### src/rtl/prf_free_list_if.sv
// Rename/retire/recovery bundle for the physical register free list.
// master drives allocate, retire and flush requests; slave is the free list.
interface prf_free_list_if #(
  parameter int PRF_IDX = 6
);
  logic               alloc_1;
  logic               alloc_2;
  logic               retire_valid_1;
  logic [PRF_IDX-1:0] retire_old_1;
  logic               retire_valid_2;
  logic [PRF_IDX-1:0] retire_old_2;
  logic               flush;
  logic [PRF_IDX-1:0] free_reg_1;
  logic [PRF_IDX-1:0] free_reg_2;
  logic               free_valid_1;
  logic               free_valid_2;
  logic [PRF_IDX:0]   free_count;
  logic               fl_error;

  modport master (
    output alloc_1, alloc_2, retire_valid_1, retire_old_1,
           retire_valid_2, retire_old_2, flush,
    input  free_reg_1, free_reg_2, free_valid_1, free_valid_2,
           free_count, fl_error
  );

  modport slave (
    input  alloc_1, alloc_2, retire_valid_1, retire_old_1,
           retire_valid_2, retire_old_2, flush,
    output free_reg_1, free_reg_2, free_valid_1, free_valid_2,
           free_count, fl_error
  );
endinterface

### src/rtl/prf_free_list.sv
// Circular free list of physical registers: two allocs from head, two retire pushes at tail,
// flush rewinds head to arch_head. Define FREELIST_ERR_EN for the sticky fl_error misuse flag.
module prf_free_list #(
  parameter int PRF_SIZE = 64,
  parameter int ARF_SIZE = 32,
  parameter int PRF_IDX  = 6
) (
  input  logic           clock,
  input  logic           reset,
  prf_free_list_if.slave fl
);
  localparam int DEPTH = PRF_SIZE - ARF_SIZE;
  localparam int PTR_W = (DEPTH > 1) ? $clog2(DEPTH) : 1;
  localparam int CNT_W = PRF_IDX + 1;

  typedef logic [PTR_W-1:0]   ptr_t;
  typedef logic [CNT_W-1:0]   cnt_t;
  typedef logic [PRF_IDX-1:0] reg_t;

  function automatic ptr_t ptr_inc(input ptr_t p);
    if (p == ptr_t'(DEPTH - 1)) return '0;
    else return p + ptr_t'(1);
  endfunction

  reg_t buf_q [DEPTH];
  reg_t buf_d [DEPTH];
  ptr_t head_q, head_d;
  ptr_t tail_q, tail_d;
  ptr_t arch_head_q, arch_head_d;
  cnt_t count_q, count_d;

  cnt_t n_alloc;
  cnt_t n_push;
  logic alloc_ok;
  logic push1_ok;
  logic push2_ok;

  always_comb begin
    buf_d       = buf_q;
    head_d      = head_q;
    tail_d      = tail_q;
    arch_head_d = arch_head_q;
    count_d     = count_q;

    n_alloc  = cnt_t'(fl.alloc_1) + cnt_t'(fl.alloc_2);
    alloc_ok = (n_alloc <= count_q);
    // A push into a list that already holds every entry is dropped.
    push1_ok = fl.retire_valid_1 && (count_q != cnt_t'(DEPTH));
    push2_ok = fl.retire_valid_2 && ((count_q + cnt_t'(push1_ok)) != cnt_t'(DEPTH));
    n_push   = cnt_t'(push1_ok) + cnt_t'(push2_ok);

    if (push1_ok) begin
      buf_d[tail_d] = fl.retire_old_1;
      tail_d        = ptr_inc(tail_d);
    end
    if (push2_ok) begin
      buf_d[tail_d] = fl.retire_old_2;
      tail_d        = ptr_inc(tail_d);
    end
    if (fl.retire_valid_1) arch_head_d = ptr_inc(arch_head_d);
    if (fl.retire_valid_2) arch_head_d = ptr_inc(arch_head_d);

    if (fl.flush) begin
      head_d = arch_head_d;
      // tail == arch_head after recovery means nothing speculative is outstanding: full list.
      if (tail_d == arch_head_d)
        count_d = cnt_t'(DEPTH);
      else if (tail_d > arch_head_d)
        count_d = cnt_t'(tail_d) - cnt_t'(arch_head_d);
      else
        count_d = cnt_t'(DEPTH) - cnt_t'(arch_head_d) + cnt_t'(tail_d);
    end else begin
      if (alloc_ok && (n_alloc != '0)) head_d = ptr_inc(head_d);
      if (alloc_ok && (n_alloc == cnt_t'(2))) head_d = ptr_inc(head_d);
      count_d = count_q + n_push - (alloc_ok ? n_alloc : '0);
    end
  end

  always_ff @(posedge clock) begin
    if (reset) begin
      for (int i = 0; i < DEPTH; i++) buf_q[i] <= reg_t'(ARF_SIZE + i);
      head_q      <= '0;
      tail_q      <= '0;
      arch_head_q <= '0;
      count_q     <= cnt_t'(DEPTH);
    end else begin
      buf_q       <= buf_d;
      head_q      <= head_d;
      tail_q      <= tail_d;
      arch_head_q <= arch_head_d;
      count_q     <= count_d;
    end
  end

  assign fl.free_reg_1   = buf_q[head_q];
  assign fl.free_reg_2   = buf_q[ptr_inc(head_q)];
  assign fl.free_valid_1 = (count_q != '0);
  assign fl.free_valid_2 = (count_q >= cnt_t'(2));
  assign fl.free_count   = count_q;

`ifdef FREELIST_ERR_EN
  logic err_q, err_d;

  always_comb begin
    err_d = err_q
          | (!fl.flush && !alloc_ok)
          | (fl.retire_valid_1 && !push1_ok)
          | (fl.retire_valid_2 && !push2_ok);
  end

  always_ff @(posedge clock) begin
    if (reset) err_q <= 1'b0;
    else       err_q <= err_d;
  end

  assign fl.fl_error = err_q;
`else
  assign fl.fl_error = 1'b0;
`endif
endmodule
### src/flat_wrapper.sv
// flat-port wrapper written by rule: the top's interface ports become plain ports
module prf_free_list_flat 
#(
  parameter int PRF_SIZE = 64,
  parameter int ARF_SIZE = 32,
  parameter int PRF_IDX  = 6
)
  (clock, reset, fl_alloc_1, fl_alloc_2, fl_retire_valid_1, fl_retire_old_1, fl_retire_valid_2, fl_retire_old_2, fl_flush, fl_free_reg_1, fl_free_reg_2, fl_free_valid_1, fl_free_valid_2, fl_free_count, fl_fl_error);
  prf_free_list_if #(.PRF_IDX(PRF_IDX)) fl_i ();
  input  logic clock;
  input  logic reset;
  input wire logic [$bits(fl_i.alloc_1)-1:0] fl_alloc_1;
  input wire logic [$bits(fl_i.alloc_2)-1:0] fl_alloc_2;
  input wire logic [$bits(fl_i.retire_valid_1)-1:0] fl_retire_valid_1;
  input wire logic [$bits(fl_i.retire_old_1)-1:0] fl_retire_old_1;
  input wire logic [$bits(fl_i.retire_valid_2)-1:0] fl_retire_valid_2;
  input wire logic [$bits(fl_i.retire_old_2)-1:0] fl_retire_old_2;
  input wire logic [$bits(fl_i.flush)-1:0] fl_flush;
  output wire logic [$bits(fl_i.free_reg_1)-1:0] fl_free_reg_1;
  output wire logic [$bits(fl_i.free_reg_2)-1:0] fl_free_reg_2;
  output wire logic [$bits(fl_i.free_valid_1)-1:0] fl_free_valid_1;
  output wire logic [$bits(fl_i.free_valid_2)-1:0] fl_free_valid_2;
  output wire logic [$bits(fl_i.free_count)-1:0] fl_free_count;
  output wire logic [$bits(fl_i.fl_error)-1:0] fl_fl_error;
  assign fl_i.alloc_1 = fl_alloc_1;
  assign fl_i.alloc_2 = fl_alloc_2;
  assign fl_i.retire_valid_1 = fl_retire_valid_1;
  assign fl_i.retire_old_1 = fl_retire_old_1;
  assign fl_i.retire_valid_2 = fl_retire_valid_2;
  assign fl_i.retire_old_2 = fl_retire_old_2;
  assign fl_i.flush = fl_flush;
  assign fl_free_reg_1 = fl_i.free_reg_1;
  assign fl_free_reg_2 = fl_i.free_reg_2;
  assign fl_free_valid_1 = fl_i.free_valid_1;
  assign fl_free_valid_2 = fl_i.free_valid_2;
  assign fl_free_count = fl_i.free_count;
  assign fl_fl_error = fl_i.fl_error;
  prf_free_list #(.PRF_SIZE(PRF_SIZE), .ARF_SIZE(ARF_SIZE), .PRF_IDX(PRF_IDX)) u_core (.clock(clock), .reset(reset), .fl(fl_i));
endmodule
### config.mk
export PLATFORM = sky130hd
export DESIGN_NAME = prf_free_list_flat
export DESIGN_NICKNAME = d
export VERILOG_FILES = /design/src/rtl/prf_free_list_if.sv /design/src/rtl/prf_free_list.sv /design/src/flat_wrapper.sv
export SDC_FILE = /design/constraint.sdc
export NUM_CORES = 1
export LEC_CHECK = 0
export CORE_UTILIZATION = 45
export DETAILED_ROUTE_END_ITERATION = 7
export PLACE_DENSITY = 0.59
export SKIP_CTS_REPAIR_TIMING = 1
export SLEW_MARGIN = 15
export SYNTH_ARGS = -nofsm -noshare
export SYNTH_HDL_FRONTEND = slang
export SYNTH_SLANG_ARGS = --single-unit
### constraint.sdc
create_clock -name clock -period 4.7 [get_ports clock]
set_input_delay 0.705 -clock clock [delete_from_list [all_inputs] [get_ports clock]]
set_output_delay 0.705 -clock clock [all_outputs]
set_load 0.05 [all_outputs]
### After elaboration in Yosys (flattened, before gate mapping)

Index checks and enable logic that the tools add are counted.

| storage, ports and cells | value |
|---|---|
| flip-flop bits (word level) | 214 |
| output and inout port bits | 22 |
| logic and storage cells | 113 |

| operators by class | value |
|---|---|
| add/subtract/negate cells | 14 |
| $lt $le $gt $ge | 9 |
| eq/ne operators | 10 |
| multiplexer cells | 32 |
| bitwise logic cells | 4 |
| reduce and logical (&&, ||, !) cells | 8 |

Operator list:

| kind | count |
|---|---|
| 192-bit bitwise mux | 2 |
| 192-bit two-way mux | 2 |
| 5-bit two-way mux | 14 |
| 6-bit binary-select mux with 5-bit select | 2 |
| 6-bit demux with 5-bit select | 2 |
| 6-bit two-way mux | 6 |
| 5-bit by 1-bit adder with 5-bit output (second input constant) | 6 |
| 5-bit equality test (second input constant) | 6 |
| 7-bit two-way mux | 4 |
| 6-bit >= comparator (second input constant) | 4 |
| 5-bit inverter with 6-bit output | 4 |
| 7-bit by 6-bit != test with 1-bit output (second input constant) | 2 |
| 7-bit nonzero test | 2 |
| 6-bit by 1-bit less-than comparator with 1-bit output (second input constant) | 2 |
| 7-bit by 1-bit adder with 7-bit output | 1 |
| 7-bit by 5-bit adder with 7-bit output | 1 |
| 7-bit adder | 1 |
| 7-bit by 2-bit equality test with 1-bit output (second input constant) | 1 |
| 7-bit by 2-bit >= comparator with 1-bit output (second input constant) | 1 |
| 7-bit <= comparator | 1 |
| 6-bit by 5-bit subtractor with 7-bit output (first input constant) | 1 |
| 7-bit subtractor | 1 |
| 1-bit logical AND | 6 |
| 5-bit by 5-bit subtractor with 6-bit output | 1 |
| other kinds (3) | 4 |

### Logic depth before layout (Yosys ltp)

Gate-level depths: netlist of the first run.

| depth | value |
|---|---|
| depth in word-level cells | 11 |
| mapped depth | 24 |
| depth with buffers taken out | 23 |

### Worst setup path after synthesis of the first run

OpenSTA, ideal clock, no wires.

| timing path | value |
|---|---|
| path kind | register -> register |
| start | register u_core.count_q[3] (netlist: u_core.fl.free_count[3]) |
| end | register u_core.count_q[5] (netlist: u_core.fl.free_count[5]) |
| arrival time | 4.735 ns |
| data required time | 4.626 ns |
| setup slack | -0.109 ns |
| stages on the path, launching flop included | 25 |
| path buffers | 1 |
| period minus slack after synthesis | 4.809 ns |
| cell sequence | dfxtp_1 inv_1 ha_1 nor4b_2 a21bo_2 inv_4 buf_6 ha_1 ha_1 or4_1 o21ai_0 a21o_1 a21bo_2 inv_1 ha_1 inv_1 fa_1 inv_1 ha_1 a21o_1 a21oi_1 nor2_1 o21ai_0 mux2_2 o21ai_0 |

| between the ends | value |
|---|---|
| word-level cells in the longest chain between the ends | 10 |
| elaborated cells between the ends (all ways) | 22 |
| classes of those cells | add/sub: 7; order compare: 2; eq/ne: 4; mux: 7; reduce/logical: 2 |

Ends and longest elaborated chain:

| item | RTL line | source |
|---|---|---|
| from (decl) | prf_free_list.sv:30 | `cnt_t count_q, count_d;` |
| from (signal assigned) | prf_free_list.sv:85 | `count_q <= cnt_t'(DEPTH);` |
| from (signal assigned) | prf_free_list.sv:91 | `count_q <= count_d;` |
| branches (longest 9 deep; another with 7-bit by 1-bit adder with 7-bit output) | - |  |
| 7-bit two-way mux (*) | prf_free_list.sv:63 | `if (fl.flush) begin` |

Mark *: on every way between the ends.
A chain may end at the register's enable or synchronous reset.

### Final worst setup path of the first run

| timing path | value |
|---|---|
| start | register u_core.head_q[0] |
| end | output fl_free_reg_1[0] |

| between the ends | value |
|---|---|
| word-level cells in the longest chain between the ends | 4 |

Ends and longest elaborated chain:

| item | RTL line | source |
|---|---|---|
| from (decl) | prf_free_list.sv:27 | `ptr_t head_q, head_d;` |
| from (signal assigned) | prf_free_list.sv:82 | `head_q <= '0;` |
| from (signal assigned) | prf_free_list.sv:88 | `head_q <= head_d;` |
| 5-bit inverter with 6-bit output (implied by the code) | prf_free_list.sv:95 | `assign fl.free_reg_1 = buf_q[head_q];` |
| 6-bit binary-select mux with 5-bit select | prf_free_list.sv:95 |  |
| 6-bit two-way mux (implied by the code) (2 in a row) | prf_free_list.sv:95 |  |
| to (decl) | flat_wrapper.sv:19 | `output wire logic [$bits(fl_i.free_reg_1)-1:0] fl_free_reg_1;` |

No other way between the ends. The select of a mux whose other input is x is not followed.

==> impl_metrics.toml, run 1 <==
[run_status]
status = "complete, no violations"

[routing]
wl_mm = 51.46
via_per_inst = 6.290
postRouteAntennaNets = 0
drtIter0Drc = 1338
drt_first_pass_iters = 5
drc_errors = 0
route.vias.total = 12340
routedWlPerCell_um = 26.23

[sta]
min_period_ps = 4507
fin_skew_ps = 17.75
slew_violations = 0
worst_pin_slew_ps = 1053
relSlewSlack_pct = 29.62
rsz0062_at_grt = "no"
postLayoutSetupSlackWorst_ps = 192.6
fmax_mhz = 221.9
finalHoldViolCount = 0
fin_crit_sh_pct = 95.90
setup_viol = 0

[synthesis]
synth_flop_cell = "dfxtp_1"
synth.area.top_cells = "dfxtp_1 (28%), mux2_2 (15%), mux2i_1 (15%)"
syn_inst = 1490
synth_edf_count = 0
yosysSeqAreaShare_pct = 27.58
synthesis.area_um2 = 15540
avgSynthCellArea_um2 = 10.43
ys_warn_count = 0
yosys_register_bits = 214
synth_cell_types = 85
synth-async-reset-ratio_pct = 0
synth_top_area_share_pct = 27.58
syn-num-nets = 1559
yosys.area.top_type = "dfxtp_1"

[cts]
clk_pin_slew_worst_paths_ps = 60
root_buffer = "clkbuf_16"
cts_max_level = 1
worstSkewPairLatency_ps = 550
numCtsBuffers = 27
clock_sinks = 214
clock_path_buffers = 3
tritoncts = "built"

[floorplanning]
chipHeight_um = 187.8
fp-row-count = 67
die_w_um = 187.8
die_area_um2 = 35270
initial_core_util_pct = 45.99
core_um2 = 33780
io_pins = 41

[finish]
fin_nets = 1565
fin_util_pct = 51.01
drive_gt1_share_pct = 30.67
fin_area_um2 = 17230
fillers = 3118
area_growth_pct = 10.91

[placement]
portBuffers = 39
dp_hpwl_mm = 34.42
dp_worst_setup_slack_ps = -229.4
place_area_um2 = 16380
place.gp.congestion = 0.8702

[worst_setup_path]
end_kind = "output pin"
cp-start-kind = "register"
crit_required_ps = 3990
worstSetupPathType = "reg -> out"
critPathMaxFanout = 27
critPathArrivalTime_ps = 3800

[power_and_ir_drop]
p_per_area_nw_per_um2 = 440.0
p_sw_share_pct = 39.82
p_leak_nw = 7.331
power.switching_mw = 3.019
internal_power_mw = 4.563
power.total_mw = 7.583
ir_drop_uv = 371.1
clkPwrFrac_pct = 26.4
comb_power_share_pct = 46.5
power_frac_seq_pct = 27.2

[min_path]
hp-class = "reg -> reg"

[global_route]
grt_pass1_vias = 12280
grt_pass1_wl_mm = 78.32
grt_max_degree = 73
grt_remaining_overflow = 0
antenna_found_initial = 0
grt_util_all_layers_pct = 29.19

[run]
maxCapViolCount = 0
-- logic make-up (layout without fill, tap and decap cells) --
family                   count (synthesis)  after routing  share of synthesized area [%]
adder cells (fa/ha/maj)                 50             50                          4.172
AO/OA/AOI/OAI                          113            113                          5.984
XOR/XNOR                                12             12                         0.7973
buffers and inverters                  161            184                          5.219
flip-flops                             214            214                          27.58
other                                    1              2                        0.02414
multiplexers                           522            522                          42.55
AND/OR/NAND/NOR                        417            417                          13.67
-- per-stage QoR --
stage / cells / TNS, ps / hold slack [ps]
5_1_grt: 1961 / 0 / 692.9
6_report: 1962 / 0 / 666.3
3_5_place_dp: 1914 / -271.6 / 649.7
4_1_cts: 1960 / 0 / 664.5
3_3_place_gp: 1914 / -136.3 / 627.9
2_1_floorplan: 1490 / 0 / 609.2
-- synth_stat cells, types with 10 or more instances --
cell / number
and3_1: 15
mux2i_1: 226
o21ai_0: 13
buf_2: 18
dfxtp_1: 214
nand3_2: 11
nand2_1: 126
clkbuf_1: 67
buf_6: 16
o221ai_1: 24
ha_1: 47
a22oi_1: 13
inv_1: 36
mux2_2: 205
nor2b_1: 13
nand3_1: 39
buf_4: 10
nor2_1: 145
and2_1: 12
mux4_2: 90
-- critical path, cell delays in order, from the launching register on --
cell	delay, ps
dfxtp_4	540
buf_4	500
mux4_2	600
mux4_2	550
mux2_2	330
clkdlybuf4s50_1	710
-- cell type report --
cell class	count	area [µm²]	share of cell area [%]
clock buffers	39	760.7	4.415
clock inverters	7	66.31	0.3848
flip-flops and latches	214	4292	24.91
diodes	1	2.502	0.01452
multi-input cells	1115	10470	60.78
well taps	448	560.5	3.253
repair buffers	98	923.4	5.359
inverters	40	152.6	0.8859
-- path summary, 6_finish.rpt --
kind,startpoint,endpoint,slack [ps],depth (start not counted)
max,u_core.head_q[0],fl_free_reg_1[0],190,5
min,u_core.buf_q[108],u_core.buf_q[108],670,3
max reg2reg,u_core.fl.free_count[2],u_core.fl.free_count[5],260,23
min reg2reg,u_core.buf_q[108],u_core.buf_q[108],670,3
-- state kept, by name, indices dropped and copies added, names as in the netlist --
signal / flops
u_core.tail_q: 5
u_core.fl.free_count: 7
u_core.buf_q: 192
u_core.head_q: 5
u_core.arch_head_q: 5
-- cells in the final DEF (no fill, tap or decap), types with 27 or more instances in the layout --
cell type and instances:
nand3_1 39, mux2i_1 226, nor2_1 142, mux4_2 90
clkdlybuf4s50_1 31, clkbuf_16 27, mux2_2 205, inv_1 35
ha_1 46, dfxtp_1 210, nand2_1 126, buf_4 57
-- layer usage --
metal / routed length [µm] / vias to the layer above / GRT usage [%] / share of wire, %
met5: 0 / - / 0 / 0
met3: 3400 / 101 / 3.519 / 6.6
met1: 22490 / 6209 / 40.29 / 44
met4: 1582 / 0 / 9.350 / 3.1
met2: 23980 / 521 / 47.39 / 47
li1: - / 5509 / - / -
-- power groups by stage --
stage	Clock [mW]	Sequential, mW	Combinational [mW]
2_1_floorplan	0	2.14	2.26
3_3_place_gp	0	2.09	3.41
3_5_place_dp	0	2.09	3.44
4_1_cts	2.02	2.05	3.46
5_1_grt	2.10	2.08	3.73
6_report	2.00	2.06	3.52
Power figures use the tool's default switching activity.
==> run 2, diff against run 1 <==
--- a/config.mk
+++ b/config.mk
@@ -5,9 +5,10 @@
 export SDC_FILE = /design/constraint.sdc
 export NUM_CORES = 1
 export LEC_CHECK = 0
+export ABC_CLOCK_PERIOD_IN_PS = 4700
 export CORE_UTILIZATION = 45
 export DETAILED_ROUTE_END_ITERATION = 7
-export PLACE_DENSITY = 0.59
+export PLACE_DENSITY = 0.75
 export SKIP_CTS_REPAIR_TIMING = 1
 export SLEW_MARGIN = 15
 export SYNTH_ARGS = -nofsm -noshare
==> impl_metrics.toml, run 2 (synthesis results as in run 1) <==
[sta]
fin_skew_ps = 11.56
postLayoutSetupSlackWorst_ps = 82.30
worst_pin_slew_ps = 919.2
min_period_ps = 4618
setup_viol = 0
slew_violations = 0
fmax_mhz = 216.6
relSlewSlack_pct = 38.57
fin_crit_sh_pct = 98.25
finalHoldViolCount = 0

[global_route]
grt_max_degree = 79
grt_util_all_layers_pct = 27.54
grt_pass1_wl_mm = 75.00
antenna_found_initial = 1
grt_pass1_vias = 12560
grt_remaining_overflow = 0

[cts]
clock_path_buffers = 3
tritoncts = "built"
clk_pin_slew_worst_paths_ps = 70
cts_max_level = 1
clock_sinks = 214
worstSkewPairLatency_ps = 550
numCtsBuffers = 26
root_buffer = "clkbuf_16"

[worst_setup_path]
cp-start-kind = "register"
end_kind = "output pin"
path_cells = "ha_1 > and3_1 > ha_1 > a21oi_4 > o221ai_1 > mux4_2 > o211ai_1 > buf_12"
slowest_delay_ps = 580
worstSetupPathType = "reg -> out"
cp_top_family = "compound AO/OA/AOI/OAI gates"
critPathArrivalTime_ps = 3910
slowest_stage = "mux4_2"
path_buf_inv = 1
crit_top_cell = "ha_1"
crit_required_ps = 3990
critPathMaxFanout = 17

[placement]
portBuffers = 39
place_area_um2 = 16330
dp_hpwl_mm = 32.55
place.gp.congestion = 0.9421
dp_worst_setup_slack_ps = -152.2

[floorplanning]
fp-row-count = 67
initial_core_util_pct = 45.99
die_area_um2 = 35270
die_w_um = 187.8
core_um2 = 33780
io_pins = 41
chipHeight_um = 187.8

[finish]
layout.cells.most_common = "mux2i_1"
area_growth_pct = 10.57
seq_area_um2 = 4292
regMostFlops = "u_core.buf_q"
largest_register_ffs = 192
drive_gt1_share_pct = 30.43
multiInputGateArea_um2 = 10470
fin_nets = 1561
fin_area_um2 = 17180
fin_util_pct = 50.85
final_cell_mix = "mux2i_1 (226), dfxtp_1 (210), mux2_2 (205)"
fillers = 2968

[run]
maxCapViolCount = 0

[routing]
via_per_inst = 6.458
drc_errors = 0
routedWlPerCell_um = 25.30
postRouteAntennaNets = 0
drtIter0Drc = 1413
drt_first_pass_iters = 5
route.vias.total = 12620
wl_mm = 49.44

[power_and_ir_drop]
p_leak_nw = 7.307
p_per_area_nw_per_um2 = 439.1
ir_drop_uv = 428.0

[run_status]
status = "complete, no violations"

[min_path]
hp-class = "reg -> reg"
run 2: cell types whose count changed in the layout (fill, tap and decap cells not counted):
cell,previous run,this run
clkdlybuf4s50_1,31,30
clkinv_2,4,0
ha_1,46,47
inv_2,3,2
inv_1,35,36
buf_4,57,56
clkbuf_8,4,7
inv_6,1,0
clkbuf_1,8,5
buf_2,1,2
buf_12,9,7
ha_2,1,0
run 2: layout make-up:
| class | instances | area share, % |
|---|---|---|
| tap | 448 | 3.263 |
| inverter | 40 | 0.8886 |
| timing repair buffer | 95 | 5.070 |
| multi-input combinational | 1115 | 60.96 |
| antenna | 1 | 0.01457 |
| sequential | 214 | 24.98 |
| clock inverter | 2 | 0.2185 |
| clock buffer | 39 | 4.603 |
run 2: where the power goes:
part	leakage [nW]	internal [mW]	switching, mW
registers	1.74	1.94	0.110
logic	5.17	1.42	2.06
clock network	0.403	1.20	0.820
run 2: worst min-delay path, stage by stage, from the launching register on:
cell     delay (ps)
dfxtp_1         340
mux2_2          150
nor2_1           30
mux2i_1         110
run 2: metrics by stage:
| stage | hold slack (ps) | std cells | power [mW] | setup TNS (ps) |
|---|---|---|---|---|
| 2_1_floorplan | 609.2 | 1490 | 4.405 | 0 |
| 3_3_place_gp | 628.2 | 1910 | 5.361 | -125.8 |
| 3_5_place_dp | 646.9 | 1910 | 5.438 | -241.0 |
| 4_1_cts | 663.2 | 1951 | 7.437 | 0 |
| 5_1_grt | 679.4 | 1953 | 7.827 | -37.36 |
| 6_report | 665.3 | 1954 | 7.543 | 0 |
run 2: per-layer routing:
metal | track usage, % | wire length (µm) | vias up
li1 | - | - | 5487
met1 | 34.86 | 19430 | 6221
met2 | 43.70 | 22400 | 710
met3 | 6.551 | 4843 | 199
met4 | 14.01 | 2757 | 2
met5 | 0 | 13 | -
run 2: final timing paths:
path | startpoint | slack (ps) | cells after the start | endpoint
setup / recovery | u_core.head_q[0] | 80 | 8 | fl_free_reg_2[3]
hold / removal | u_core.buf_q[151] | 670 | 3 | u_core.buf_q[151]
setup reg to reg | u_core.fl.free_count[3] | 240 | 23 | u_core.fl.free_count[5]
hold reg to reg | u_core.buf_q[151] | 670 | 3 | u_core.buf_q[151]
